===== src/rtl/activation_sequencer.sv =====
// Gathers a scalar stream into VECTOR_LEN chunks for a shared combinational activation unit, then re-serialises the results.
// Latency: two cycles from a chunk's last input to its first output; each side uses valid/ready and holds its output while stalled.
module activation_sequencer #(
  parameter int VECTOR_LEN = 3,
  parameter int LEN_W      = 16
) (
  input  logic                     clk,
  input  logic                     rst_n,
  input  logic                     start,
  input  logic [LEN_W-1:0]         num_values,
  output logic                     busy,
  output logic                     done,
  input  logic                     in_valid,
  output logic                     in_ready,
  input  logic [31:0]              in_data,
  output logic [VECTOR_LEN*32-1:0] act_data_in,
  input  logic [VECTOR_LEN*32-1:0] act_data_out,
  output logic                     out_valid,
  input  logic                     out_ready,
  output logic [31:0]              out_data,
  output logic                     out_last
);

  localparam int IDX_W = (VECTOR_LEN > 1) ? $clog2(VECTOR_LEN) : 1;
  localparam int CNT_W = $clog2(VECTOR_LEN + 1);
  localparam logic [LEN_W-1:0] VL_LEN  = LEN_W'(VECTOR_LEN);
  localparam logic [LEN_W-1:0] LEN_ONE = LEN_W'(1);

  typedef enum logic [1:0] {
    S_IDLE,
    S_FILL,
    S_APPLY,
    S_DRAIN
  } state_t;

  state_t r_state;
  state_t w_next;

  logic [LEN_W-1:0]             r_remaining;
  logic [IDX_W-1:0]             r_fill_idx;
  logic [IDX_W-1:0]             r_drain_idx;
  logic [CNT_W-1:0]             r_chunk_n;
  logic [VECTOR_LEN-1:0][31:0]  r_in_buf;
  logic [VECTOR_LEN-1:0][31:0]  r_out_buf;
  logic                         r_done;

  logic [CNT_W-1:0]             w_fill_n;
  logic                         w_fill_last;
  logic                         w_drain_last;
  logic                         w_final_value;

  // remaining only moves on output handshakes, so it is stable for the whole FILL phase
  assign w_fill_n      = (r_remaining >= VL_LEN) ? CNT_W'(VECTOR_LEN) : CNT_W'(r_remaining);
  assign w_fill_last   = (CNT_W'(r_fill_idx) == (w_fill_n - CNT_W'(1)));
  assign w_drain_last  = (CNT_W'(r_drain_idx) == (r_chunk_n - CNT_W'(1)));
  assign w_final_value = (r_remaining == LEN_ONE);

  assign act_data_in = r_in_buf;
  assign out_data    = r_out_buf[r_drain_idx];
  assign done        = r_done;

  always_ff @(posedge clk) begin
    if (!rst_n) begin
      r_state <= S_IDLE;
    end else begin
      r_state <= w_next;
    end
  end

  always_comb begin
    w_next    = r_state;
    busy      = 1'b0;
    in_ready  = 1'b0;
    out_valid = 1'b0;
    out_last  = 1'b0;
    case (r_state)
      S_IDLE: begin
        if (start && (num_values != '0)) begin
          w_next = S_FILL;
        end
      end
      S_FILL: begin
        busy     = 1'b1;
        in_ready = 1'b1;
        if (in_valid && w_fill_last) begin
          w_next = S_APPLY;
        end
      end
      S_APPLY: begin
        busy   = 1'b1;
        w_next = S_DRAIN;
      end
      S_DRAIN: begin
        busy      = 1'b1;
        out_valid = 1'b1;
        out_last  = w_drain_last && w_final_value;
        if (out_ready && w_drain_last) begin
          w_next = w_final_value ? S_IDLE : S_FILL;
        end
      end
      default: w_next = S_IDLE;
    endcase
  end

  // Clearing the input buffer at every chunk start provides the zero padding for short final chunks
  always_ff @(posedge clk) begin
    if (!rst_n) begin
      r_remaining <= '0;
      r_fill_idx  <= '0;
      r_drain_idx <= '0;
      r_chunk_n   <= '0;
      r_in_buf    <= '0;
      r_out_buf   <= '0;
      r_done      <= 1'b0;
    end else begin
      r_done <= 1'b0;
      case (r_state)
        S_IDLE: begin
          if (start) begin
            if (num_values == '0) begin
              r_done <= 1'b1;
            end else begin
              r_remaining <= num_values;
              r_fill_idx  <= '0;
              r_in_buf    <= '0;
            end
          end
        end
        S_FILL: begin
          if (in_valid) begin
            r_in_buf[r_fill_idx] <= in_data;
            r_fill_idx           <= r_fill_idx + IDX_W'(1);
            if (w_fill_last) begin
              r_chunk_n <= w_fill_n;
            end
          end
        end
        S_APPLY: begin
          r_out_buf   <= act_data_out;
          r_drain_idx <= '0;
        end
        S_DRAIN: begin
          if (out_ready) begin
            r_remaining <= r_remaining - LEN_ONE;
            r_drain_idx <= r_drain_idx + IDX_W'(1);
            if (w_drain_last) begin
              if (w_final_value) begin
                r_done <= 1'b1;
              end else begin
                r_fill_idx <= '0;
                r_in_buf   <= '0;
              end
            end
          end
        end
        default: ;
      endcase
    end
  end

endmodule


===== config.mk =====
export PLATFORM = sky130hd
export DESIGN_NAME = activation_sequencer
export DESIGN_NICKNAME = d
export VERILOG_FILES = /design/src/rtl/activation_sequencer.sv
export SDC_FILE = /design/constraint.sdc
export NUM_CORES = 1
export LEC_CHECK = 0
export CAP_MARGIN = 20
export CORE_AREA = 2 2 146 148
export CTS_BUF_LIST = sky130_fd_sc_hd__clkbuf_2
export CTS_CLUSTER_SIZE = 25
export DETAILED_ROUTE_END_ITERATION = 7
export DIE_AREA = 0 0 148 150
export PLACE_DENSITY = 0.82
export REMOVE_ABC_BUFFERS = 1
export SLEW_MARGIN = 10
export SYNTH_ARGS = -nofsm -noshare
export SYNTH_HDL_FRONTEND = slang
export SYNTH_SLANG_ARGS = --single-unit

===== constraint.sdc =====
create_clock -name clk -period 5.4 [get_ports clk]
set_clock_uncertainty 0.05 [all_clocks]
set_input_delay 1.08 -clock clk [delete_from_list [all_inputs] [get_ports clk]]
set_output_delay 1.08 -clock clk [all_outputs]
set_load 0.03 [all_outputs]

# Word-level counts from Yosys, hierarchy flattened
# Index checks and enable logic that the tools add are counted.
# totals
mem_count	0
inputBits	149
word_cells	94
rom_bits	0
regBits	217
latch_bits	0
mem_bits_rw	0
# classes
reduce_logical	17
div_mod_pow	0
n_eq_ne	15
add_sub_neg	5
mul	0
shift	0
n_mux	41
bitwise_logic	0
order_cmp	4
# op_table
op	count
$mux W96	6
$pmux W96 S3	1
$bwmux W96	1
$bmux W32 S2	1
$demux W32 S2	1
$mux W32	2
$mux W16	3
$pmux W16 S2	1
$mux W2	11
$ne A2 B2 Y1 const B	9
$eq A16 B1 Y1 const B	1
$ge A16 B2 Y1 const B	1
$logic_not A16 Y1	1
$reduce_bool A16 Y1	1
$sub A16 B1 Y16 const B	1
$mux W1	10
$pmux W2 S4	1
$reduce_and A7 Y1	1
$lt A2 B3 Y1 const B	2
$pmux W2 S3	1
$reduce_and A3 Y1	2
$logic_and A1 B1 Y1	5
$add A2 B1 Y2 const B	2
$eq A2 B2 Y1	2
12 further kinds	15

# Depth between registers and ports, before layout
# Gate-level depths: netlist (run 1).
# depth
ltp_word	7
depth_mapped	11

# Least setup slack after synthesis (run 1)
# OpenSTA, ideal clock, no wires.
# synth_timing
path_type	flip-flop to output port
startpoint	register r_state[1]
endpoint	output port out_last
n_path_buf	1
required_time_ps	4270
path_stages_with_launch	5
slack_ps	2268
arrival_ps	2002
cell_sequence	dfxtp_1 > ha_1 > clkinv_1 > clkbuf_1 > nor3_1
# synth_via
elab_chain_len	2
# synth_rtl
element	line_no	source
from (decl)	36	state_t r_state;
from (signal assigned)	66	r_state <= w_next;
$eq A2 B2 Y1	76	case (r_state)
$mux W1	76	
to (decl)	21	output logic out_last
# Every way passes these cells.

# Worst setup path in the final report (run 1)
# layout_timing
startpoint	register r_drain_idx[0]
endpoint	output port out_data[23]
# layout_via
elab_chain_len	2
# layout_rtl
element	line_no	source
from (decl)	41	logic [IDX_W-1:0] r_drain_idx;
from (signal assigned)	145	r_drain_idx <= r_drain_idx + IDX_W'(1);
$bmux W32 S2	59	assign out_data = r_out_buf[r_drain_idx];
$mux W32 (implied by the code)	59	
to (decl)	20	output logic [31:0] out_data,
# Every way passes these cells. The select of a mux whose other input is x is not followed.

==> out/qor.yml, run 1 <==
cts_buffers: 55
grt_pass1_vias: 8084
period_share_pct: 79.8
tns_ns: 0
hold_path_end: "act_data_in[23]$_SDFFE_PN0P_"
max_freq_ghz: 0.232
ys_seq_elements: 217
cp-start-kind: "flip-flop"
required_ns: 4.27
finalWeightedCongestion: 0.877
dieArea_sq_mm: 0.0222
r2r_slack_ns: 2.36
reg2reg_to: "act_data_in[93]$_SDFFE_PN0P_"
drt_iter0_markers: 363
syn_avg_cell_area_sq_um: 10.3
slew_headroom_pct: 28.7
start_util_pct: 44.3
cts_hold_buffers: 0
cts.sinks: 217
port_buffers: 281
worstHoldPathCells: 1
synth_area_leaders: "dfxtp_1 (47%), mux2i_1 (14%), a32o_2 (7.9%)"
drc: 0
postSynthCellCount: 893
status: "finished clean"
grt_max_degree: 105
cts_resized: 0
place_hpwl_mm: 17.0
worst_pin_slew_ns: 1.07
clkLatencyLatePin_ns: 0.80
grt_pass1_wl_mm: 40.8
hold_path_startpoint: "act_data_in[23]$_SDFFE_PN0P_"
final-setup-viol-count: 0
final_layout_size_suffix_gt1_share_pct: 14.7
synth_area_sq_mm: 0.00916
synth-async-reset-ratio_pct: 0
report.final.slew_viol_count: 0
crit_type: "flip-flop to primary output"
power_density_mw_per_mm2: 392
seq_area_frac_synth_pct: 47.4
top_level_ports: 282
cts.path.max_buffers: 3
ff2ff_path_depth: 10
grt_overflow: 0
ys_types: 57
track_usage_pct: 22.5
post-route-min-period_ns: 4.31
cts_tree: "done"
root_buffer: "clkbuf_2"
dp.cells: 1386
crit_arrival_ns: 3.18
htreeDepth: 2
synth_top_flop_cell: "dfxtp_1"
chipHeight_microns: 150
num_vias: 8016
nFillCells: 1808
synth.most_common_cell: "dfxtp_1"
r2r-start: "r_state[1]$_SDFFE_PN0P_"
max_cap_violations: 0
placementRows: 53
worst_hold_path_type: "flip-flop to flip-flop"
fin_cells: 1477
clk_pin_slew_ns: 0.10
ys_warn_count: 0
crit_path_max_fanout: 34
end_kind: "primary output"
fin_total_pwr_mw: 4.88
core-area_sq_mm: 0.0207
wl_per_cell_microns: 17.4
rsz0062_at_grt: "no"
peakVddDrop_mv: 0.180
nets: 1329
antenna_found_initial: 1
synth_top_area_share_pct: 47.4
yosysTopAreaCell: "dfxtp_1"
vias_per_cell: 5.43
first_pass_iters: 6
wl_mm: 25.6
static-leakage-power_nw: 4.72
hold_viol_final: 0
postCtsSetupRepairBufs: 0
route.antenna.remaining_nets: 0
die_x_microns: 148
area_growth_pct: 35.7
synth-edff-count: 0
synth_common_cells: "dfxtp_1 (217), mux2i_1 (129), nor2_1 (116)"
-- report_power, final --
| part | leakage [nW] | switching, mW | internal [mW] |
|---|---|---|---|
| Sequential | 1.76 | 0.165 | 1.82 |
| Clock | 0.347 | 0.642 | 0.420 |
| Combinational | 2.61 | 1.10 | 0.730 |
-- logic make-up after synthesis --
group / synth area share [%]
AND/OR/NAND/NOR: 11.6
flip-flops: 47.4
AO/OA/AOI/OAI: 18.9
multiplexers: 14.2
buffers and inverters: 6.08
adder cells (fa/ha/maj): 1.64
XOR/XNOR: 0.191
-- through the flow --
stage	setup WS, ns	utilization, %	hold slack [ns]	cell area (sq um)
after floorplan	0.590	-	0.398	8660
after global placement	1.68	57.8	0.396	12000
after detailed placement	1.63	57.8	0.403	12000
after CTS	1.03	60.1	0.424	12400
after global routing	0.838	60.1	0.441	12400
final	1.09	60.1	0.422	12400
-- cell type report --
type | instances | area (sq um) | area share, %
clock buffers | 75 | 375 | 3.02
diodes | 1 | 2.50 | 0.0201
well taps | 275 | 344 | 2.77
flip-flops and latches | 217 | 4350 | 35.0
inverters | 14 | 53.8 | 0.433
multi-input cells | 584 | 4290 | 34.5
repair buffers | 296 | 2930 | 23.5
clock inverters | 15 | 90.1 | 0.725
-- cell usage in the layout, fill, tap and decap left out, types with 3 or more instances in the layout --
master,instances
a211oi_1,6
a21o_1,4
a21oi_1,28
a21oi_2,3
a32o_1,33
a32o_2,64
and2_1,4
buf_4,15
clkbuf_2,75
clkdlybuf4s50_1,281
clkinv_1,12
dfxtp_1,216
ha_1,11
inv_1,12
mux2i_1,129
nand2_1,59
nand3_1,6
nand4_1,6
nor2_1,116
nor2b_1,4
nor3_1,9
nor4_1,3
nor4_4,4
o21ai_0,43
o21ai_1,7
o22ai_1,4
o31ai_1,4
or4_1,3
-- how the worst max path moves through the flow --
stage                                start                           end  slack, ns  cells after the start
3_5_place_dp                         rst_n  act_data_in[58]$_SDFFE_PN0P_       1.63                      5
3_3_place_gp                         rst_n  act_data_in[77]$_SDFFE_PN0P_       1.68                      5
4_1_cts        r_drain_idx[0]$_SDFFE_PN0P_                   out_data[4]       1.03                      6
6_report       r_drain_idx[0]$_SDFFE_PN0P_                  out_data[23]       1.09                      6
2_1_floorplan                        rst_n  act_data_in[32]$_SDFFE_PN0P_       0.59                      3
5_1_grt        r_drain_idx[0]$_SDFFE_PN0P_                  out_data[14]       0.84                      6
-- worst max-delay path: stages, from the launching register on --
cell	delay (ns)
dfxtp_1	0.42
buf_4	0.41
nor2b_2	0.24
buf_4	0.39
nand2_1	0.11
o21ai_0	0.10
clkdlybuf4s50_1	0.72
-- sequential cells by signal, summed over array words and instances, names as in the netlist --
| name | count |
|---|---|
| act_data_in | 96 |
| done | 1 |
| r_chunk_n | 2 |
| r_drain_idx | 2 |
| r_fill_idx | 2 |
| r_out_buf | 96 |
| r_remaining | 16 |
| r_state | 2 |
-- routing by layer --
metal  wire length [microns]  vias up  global-route usage, %  part of all wire, %
met1                   10500     3751                   27.4                   41
met4                     365        0                   6.52                  1.4
met2                   11500      362                   36.3                   45
met5                       0        -                      0                    0
li1                        -     3870                      -                    -
met3                    3170       33                   9.82                   12
Note: power is estimated with default switching activity, not from simulation.
==> run 2: changes to the inputs <==
- clock period: 5.4 -> 4 ns (I/O delays scaled with it)
==> out/qor.yml, run 2 (synthesized netlist as in run 1, its figures left out) <==
status: "finished clean"  # unchanged
htreeDepth: 2  # unchanged
track_usage_pct: 22.3  # was 22.5%
final-setup-viol-count: 0  # unchanged
peakVddDrop_mv: 0.308  # was 0.180 mV
port_buffers: 281  # unchanged
cts_buffers: 55  # unchanged
dp.cells: 1389  # was 1386
nets: 1332  # was 1329
power_density_mw_per_mm2: 528  # was 392 mW/mm^2
antenna_found_initial: 1  # unchanged
fin_cells: 1480  # was 1477
placementRows: 53  # unchanged
final_util_pct: 60.3  # was 60.1%
grt_max_degree: 103  # was 105
end_kind: "primary output"  # unchanged
vias_per_cell: 5.41  # was 5.43
num_vias: 8014  # was 8016
crit_path_max_fanout: 10  # was 34
crit_type: "flip-flop to primary output"  # unchanged
cts_hold_buffers: 0  # unchanged
slew_headroom_pct: 36.6  # was 28.7%
wl_mm: 25.7  # was 25.6 mm
placed_area_sq_mm: 0.0120  # about the same
cts.path.max_buffers: 3  # unchanged
layout_commonest_cell: "clkdlybuf4s50_1"  # unchanged
cts.sinks: 217  # unchanged
required_ns: 3.15  # was 4.27 ns
p_comb_share_pct: 37.8  # was 37.5%
drt_iter0_markers: 352  # was 363
dieArea_sq_mm: 0.0222  # unchanged
wl_met2_mm: 11.7  # was 11.5 mm
crit_arrival_ns: 2.98  # was 3.18 ns
core-area_sq_mm: 0.0207  # unchanged
worst_hold_path_type: "flip-flop to flip-flop"  # unchanged
place_hpwl_mm: 17.1  # was 17.0 mm
postCtsSetupRepairBufs: 0  # unchanged
drc: 0  # unchanged
dr.max_layer_used: "met4"  # unchanged
worst_pin_slew_ns: 0.947  # was 1.07 ns
root_buffer: "clkbuf_2"  # unchanged
final_area_sq_mm: 0.0125  # was 0.0124 sq mm
max_cap_violations: 0  # unchanged
pwr-share-seq_pct: 40.8  # was 40.7%
start_util_pct: 44.3  # unchanged
period_share_pct: 95.8
max_freq_ghz: 0.261
clkLatencyLatePin_ns: 0.76  # was 0.80 ns
grt_pass1_vias: 7907  # was 8084
finalWeightedCongestion: 0.839  # was 0.877
report.final.slew_viol_count: 0  # unchanged
whs_ns: 0.415  # was 0.422 ns
layout_common_cells: "clkdlybuf4s50_1 (281), dfxtp_1 (216), mux2i_1 (129)"  # unchanged
clockPowerShare_pct: 21.4  # was 21.8%
cp-start-kind: "flip-flop"  # unchanged
area_growth_pct: 36.3  # was 35.7%
wl_per_cell_microns: 17.3  # was 17.4 microns
final_layout_size_suffix_gt1_share_pct: 15.1  # was 14.7%
clk_pin_slew_ns: 0.11  # was 0.10 ns
die_x_microns: 148  # unchanged
route.antenna.remaining_nets: 0  # unchanged
cts_tree: "done"  # unchanged
netSwitchingFraction_pct: 38.7  # was 39.1%
first_pass_iters: 4  # was 6
cts_resized: 0  # unchanged
p_sw_mw: 2.55  # was 1.90 mW
post-route-min-period_ns: 3.83
grt_overflow: 0  # unchanged
wl_met1_mm: 10.7  # was 10.5 mm
top_level_ports: 282  # unchanged
rsz0062_at_grt: "no"  # unchanged
met3_length_mm: 2.87  # was 3.17 mm
hold_viol_final: 0  # unchanged
chipHeight_microns: 150  # unchanged
static-leakage-power_nw: 4.76  # was 4.72 nW
grt_pass1_wl_mm: 40.4  # was 40.8 mm
p_int_mw: 4.04  # was 2.97 mW
-- run 2: cell types whose count changed in the layout (fill, tap and decap cells not counted), sizes merged --
cell / change
buf: +3
clkbuf: +3
clkinv: -1
clkinvlp: -2
-- run 2: routing by layer --
metal | vias to the layer above | GRT usage [%]
li1 | 3869 | -
met1 | 3761 | 27.0
met2 | 344 | 36.0
met3 | 40 | 9.42
met4 | 0 | 6.81
met5 | - | 0
-- run 2: critical path, cell delays in order (launching register included) --
cell	delay, ns
dfxtp_1	0.56
ha_1	0.23
nor3b_1	0.19
nand4_1	0.20
nor3_1	0.32
clkdlybuf4s50_1	0.73
-- run 2: cell type report --
| cell class | count | area (sq um) |
|---|---|---|
| timing repair buffer | 299 | 2990 |
| multi-input combinational | 584 | 4290 |
| antenna | 1 | 2.50 |
| inverter | 14 | 53.8 |
| fill | 1783 | 8200 |
| tap | 275 | 344 |
| clock inverter | 12 | 73.8 |
| clock buffer | 78 | 390 |
| sequential | 217 | 4350 |
-- run 2: final timing paths --
| check | cells past startpoint | from | slack (ns) | endpoint |
|---|---|---|---|---|
| worst max-delay path | 5 | r_remaining[0]$_SDFFE_PN0P_ | 0.17 | out_last |
| worst min-delay path | 1 | act_data_in[3]$_SDFFE_PN0P_ | 0.42 | act_data_in[3]$_SDFFE_PN0P_ |
| worst max register to register | 9 | r_state[1]$_SDFFE_PN0P_ | 1.08 | act_data_in[2]$_SDFFE_PN0P_ |
| worst min register to register | 1 | act_data_in[3]$_SDFFE_PN0P_ | 0.42 | act_data_in[3]$_SDFFE_PN0P_ |
-- run 2: stage by stage --
step	total power, mW	setup TNS (ns)	setup WS [ns]
floorplan	4.40	-87.65	-0.530
global placement	5.13	0	0.816
detailed placement	5.21	0	0.774
CTS	6.65	0	0.0762
global route	7.01	0	0.0154
finish	6.59	0	0.170
-- run 2: power by group through the flow --
stage	Clock (mW)	Combinational (mW)	Sequential, mW
floorplan	0	1.66	2.74
global placement	0	2.42	2.71
detailed placement	0	2.48	2.73
CTS	1.48	2.49	2.68
global route	1.60	2.70	2.72
finish	1.41	2.49	2.69
==> run 3: changes to the inputs <==
- RECOVER_POWER: unset -> 100
==> out/qor.yml, run 3 (synthesized netlist as in run 1, its figures left out) <==
status: "finished with violations"  # was finished clean
failed_checks: "capacitance limit, slew limit"
fin_total_pwr_mw: 6.55  # was 6.59 mW
hold_viol_final: 0  # unchanged
drt_iter0_markers: 321  # was 352
grt_pass1_wl_mm: 40.4  # unchanged
cts_tree: "done"  # unchanged
vias_per_cell: 5.41  # about the same
layout_commonest_cell: "dfxtp_1"  # was clkdlybuf4s50_1
static-leakage-power_nw: 5.11  # was 4.76 nW
die_x_microns: 148  # unchanged
chipHeight_microns: 150  # unchanged
fin_ws_ns: 0.173  # was 0.170 ns
drc: 0  # unchanged
end_kind: "primary output"  # unchanged
final-setup-viol-count: 0  # unchanged
max_freq_ghz: 0.261  # about the same
tns_ns: 0  # unchanged
nets: 1332  # unchanged
cts_resized: 0  # unchanged
port_buffers: 281  # unchanged
crit_arrival_ns: 2.98  # about the same
max_cap_violations: 1  # was 0
route.antenna.remaining_nets: 0  # unchanged
final_layout_size_suffix_gt1_share_pct: 15.0  # was 15.1%
grt_pass1_vias: 7907  # unchanged
place_ws_ns: 0.774  # unchanged
period_share_pct: 95.7  # was 95.8%
clk_pin_slew_ns: 0.11  # about the same
core-area_sq_mm: 0.0207  # unchanged
rsz0062_at_grt: "no"  # unchanged
power_density_mw_per_mm2: 527  # was 528 mW/mm^2
crit_type: "flip-flop to primary output"  # unchanged
root_buffer: "clkbuf_2"  # unchanged
num_vias: 8009  # was 8014
slew_headroom_pct: -81.8  # was 36.6%
placementRows: 53  # unchanged
cp-start-kind: "flip-flop"  # unchanged
layout_common_cells: "dfxtp_1 (216), clkdlybuf4s50_1 (176), mux2i_1 (129)"  # was clkdlybuf4s50_1 (281), dfxtp_1 (216), mux2i_1 (129)
track_usage_pct: 22.3  # unchanged
place_hpwl_mm: 17.1  # unchanged
cts.path.max_buffers: 3  # unchanged
crit_path_max_fanout: 10  # unchanged
cts_buffers: 55  # unchanged
finalWeightedCongestion: 0.839  # unchanged
final_util_pct: 60.1  # was 60.3%
htreeDepth: 2  # unchanged
wl_mm: 25.6  # was 25.7 mm
grt_overflow: 0  # unchanged
start_util_pct: 44.3  # unchanged
antenna_found_initial: 1  # unchanged
postCtsSetupRepairBufs: 0  # unchanged
grt_max_degree: 103  # unchanged
top_level_ports: 282  # unchanged
required_ns: 3.15  # about the same
clkLatencyLatePin_ns: 0.76  # about the same
peakVddDrop_mv: 0.296  # was 0.308 mV
dieArea_sq_mm: 0.0222  # unchanged
cts.sinks: 217  # unchanged
first_pass_iters: 4  # unchanged
wl_per_cell_microns: 17.3  # about the same
report.final.slew_viol_count: 46  # was 0
cts_hold_buffers: 0  # unchanged
area_growth_pct: 35.8  # was 36.3%
worst_hold_path_type: "flip-flop to flip-flop"  # unchanged
post-route-min-period_ns: 3.83  # about the same
worst_pin_slew_ns: 2.73  # was 0.947 ns
## run 3: cell types whose count changed in the layout (fill, tap and decap cells not counted), moves of 5 or more
cell,previous run,this run
o21ai_0,43,49
buf_4,15,9
o21ai_1,7,1
clkbuf_2,78,83
clkdlybuf4s50_1,281,176
dlygate4sd3_1,0,105
## run 3: final timing paths
kind / from / to / slack, ns / depth (start not counted)
worst min-delay path: act_data_in[3]$_SDFFE_PN0P_ / act_data_in[3]$_SDFFE_PN0P_ / 0.41 / 1
worst min register to register: act_data_in[3]$_SDFFE_PN0P_ / act_data_in[3]$_SDFFE_PN0P_ / 0.41 / 1
worst max-delay path: r_remaining[0]$_SDFFE_PN0P_ / out_last / 0.17 / 5
worst max register to register: r_state[0]$_SDFFE_PN0P_ / r_out_buf[83]$_SDFFE_PN0P_ / 0.29 / 5
## run 3: final cells by class
type | count | area [sq um]
multi-input cells | 584 | 4250
repair buffers | 299 | 2970
clock buffers | 78 | 390
flip-flops and latches | 217 | 4350
clock inverters | 12 | 73.8
fillers | 1791 | 8250
inverters | 14 | 53.8
diodes | 1 | 2.50
well taps | 275 | 344
## run 3: metal layers
metal	GRT usage (%)	part of all wire (%)	wire length, microns
met1	27.0	42	10700
met2	36.0	45	11600
met3	9.42	11	2910
met4	6.81	1.6	422
met5	0	0	0
## run 3: critical path, stage by stage, from the launching register on
cell and delay [ns]:
dfxtp_1 0.55, ha_1 0.23, nor3b_1 0.19, nand4_1 0.20, nor3_1 0.32, clkdlybuf4s50_1 0.73
## run 3: report_power, final
part | internal [mW] | leakage (nW) | total [mW] | switching (mW)
logic | 0.987 | 2.99 | 2.46 | 1.47
clock network | 0.580 | 0.363 | 1.42 | 0.836
registers | 2.46 | 1.76 | 2.68 | 0.222
## run 3: per-stage QoR
step	area, sq um	std cells	hold slack (ns)
after detailed placement	12000	1389	0.403
after CTS	12500	1479	0.420
after floorplan	8660	815	0.398
after global placement	12000	1389	0.396
after global routing	12400	1480	0.430
final	12400	1480	0.410
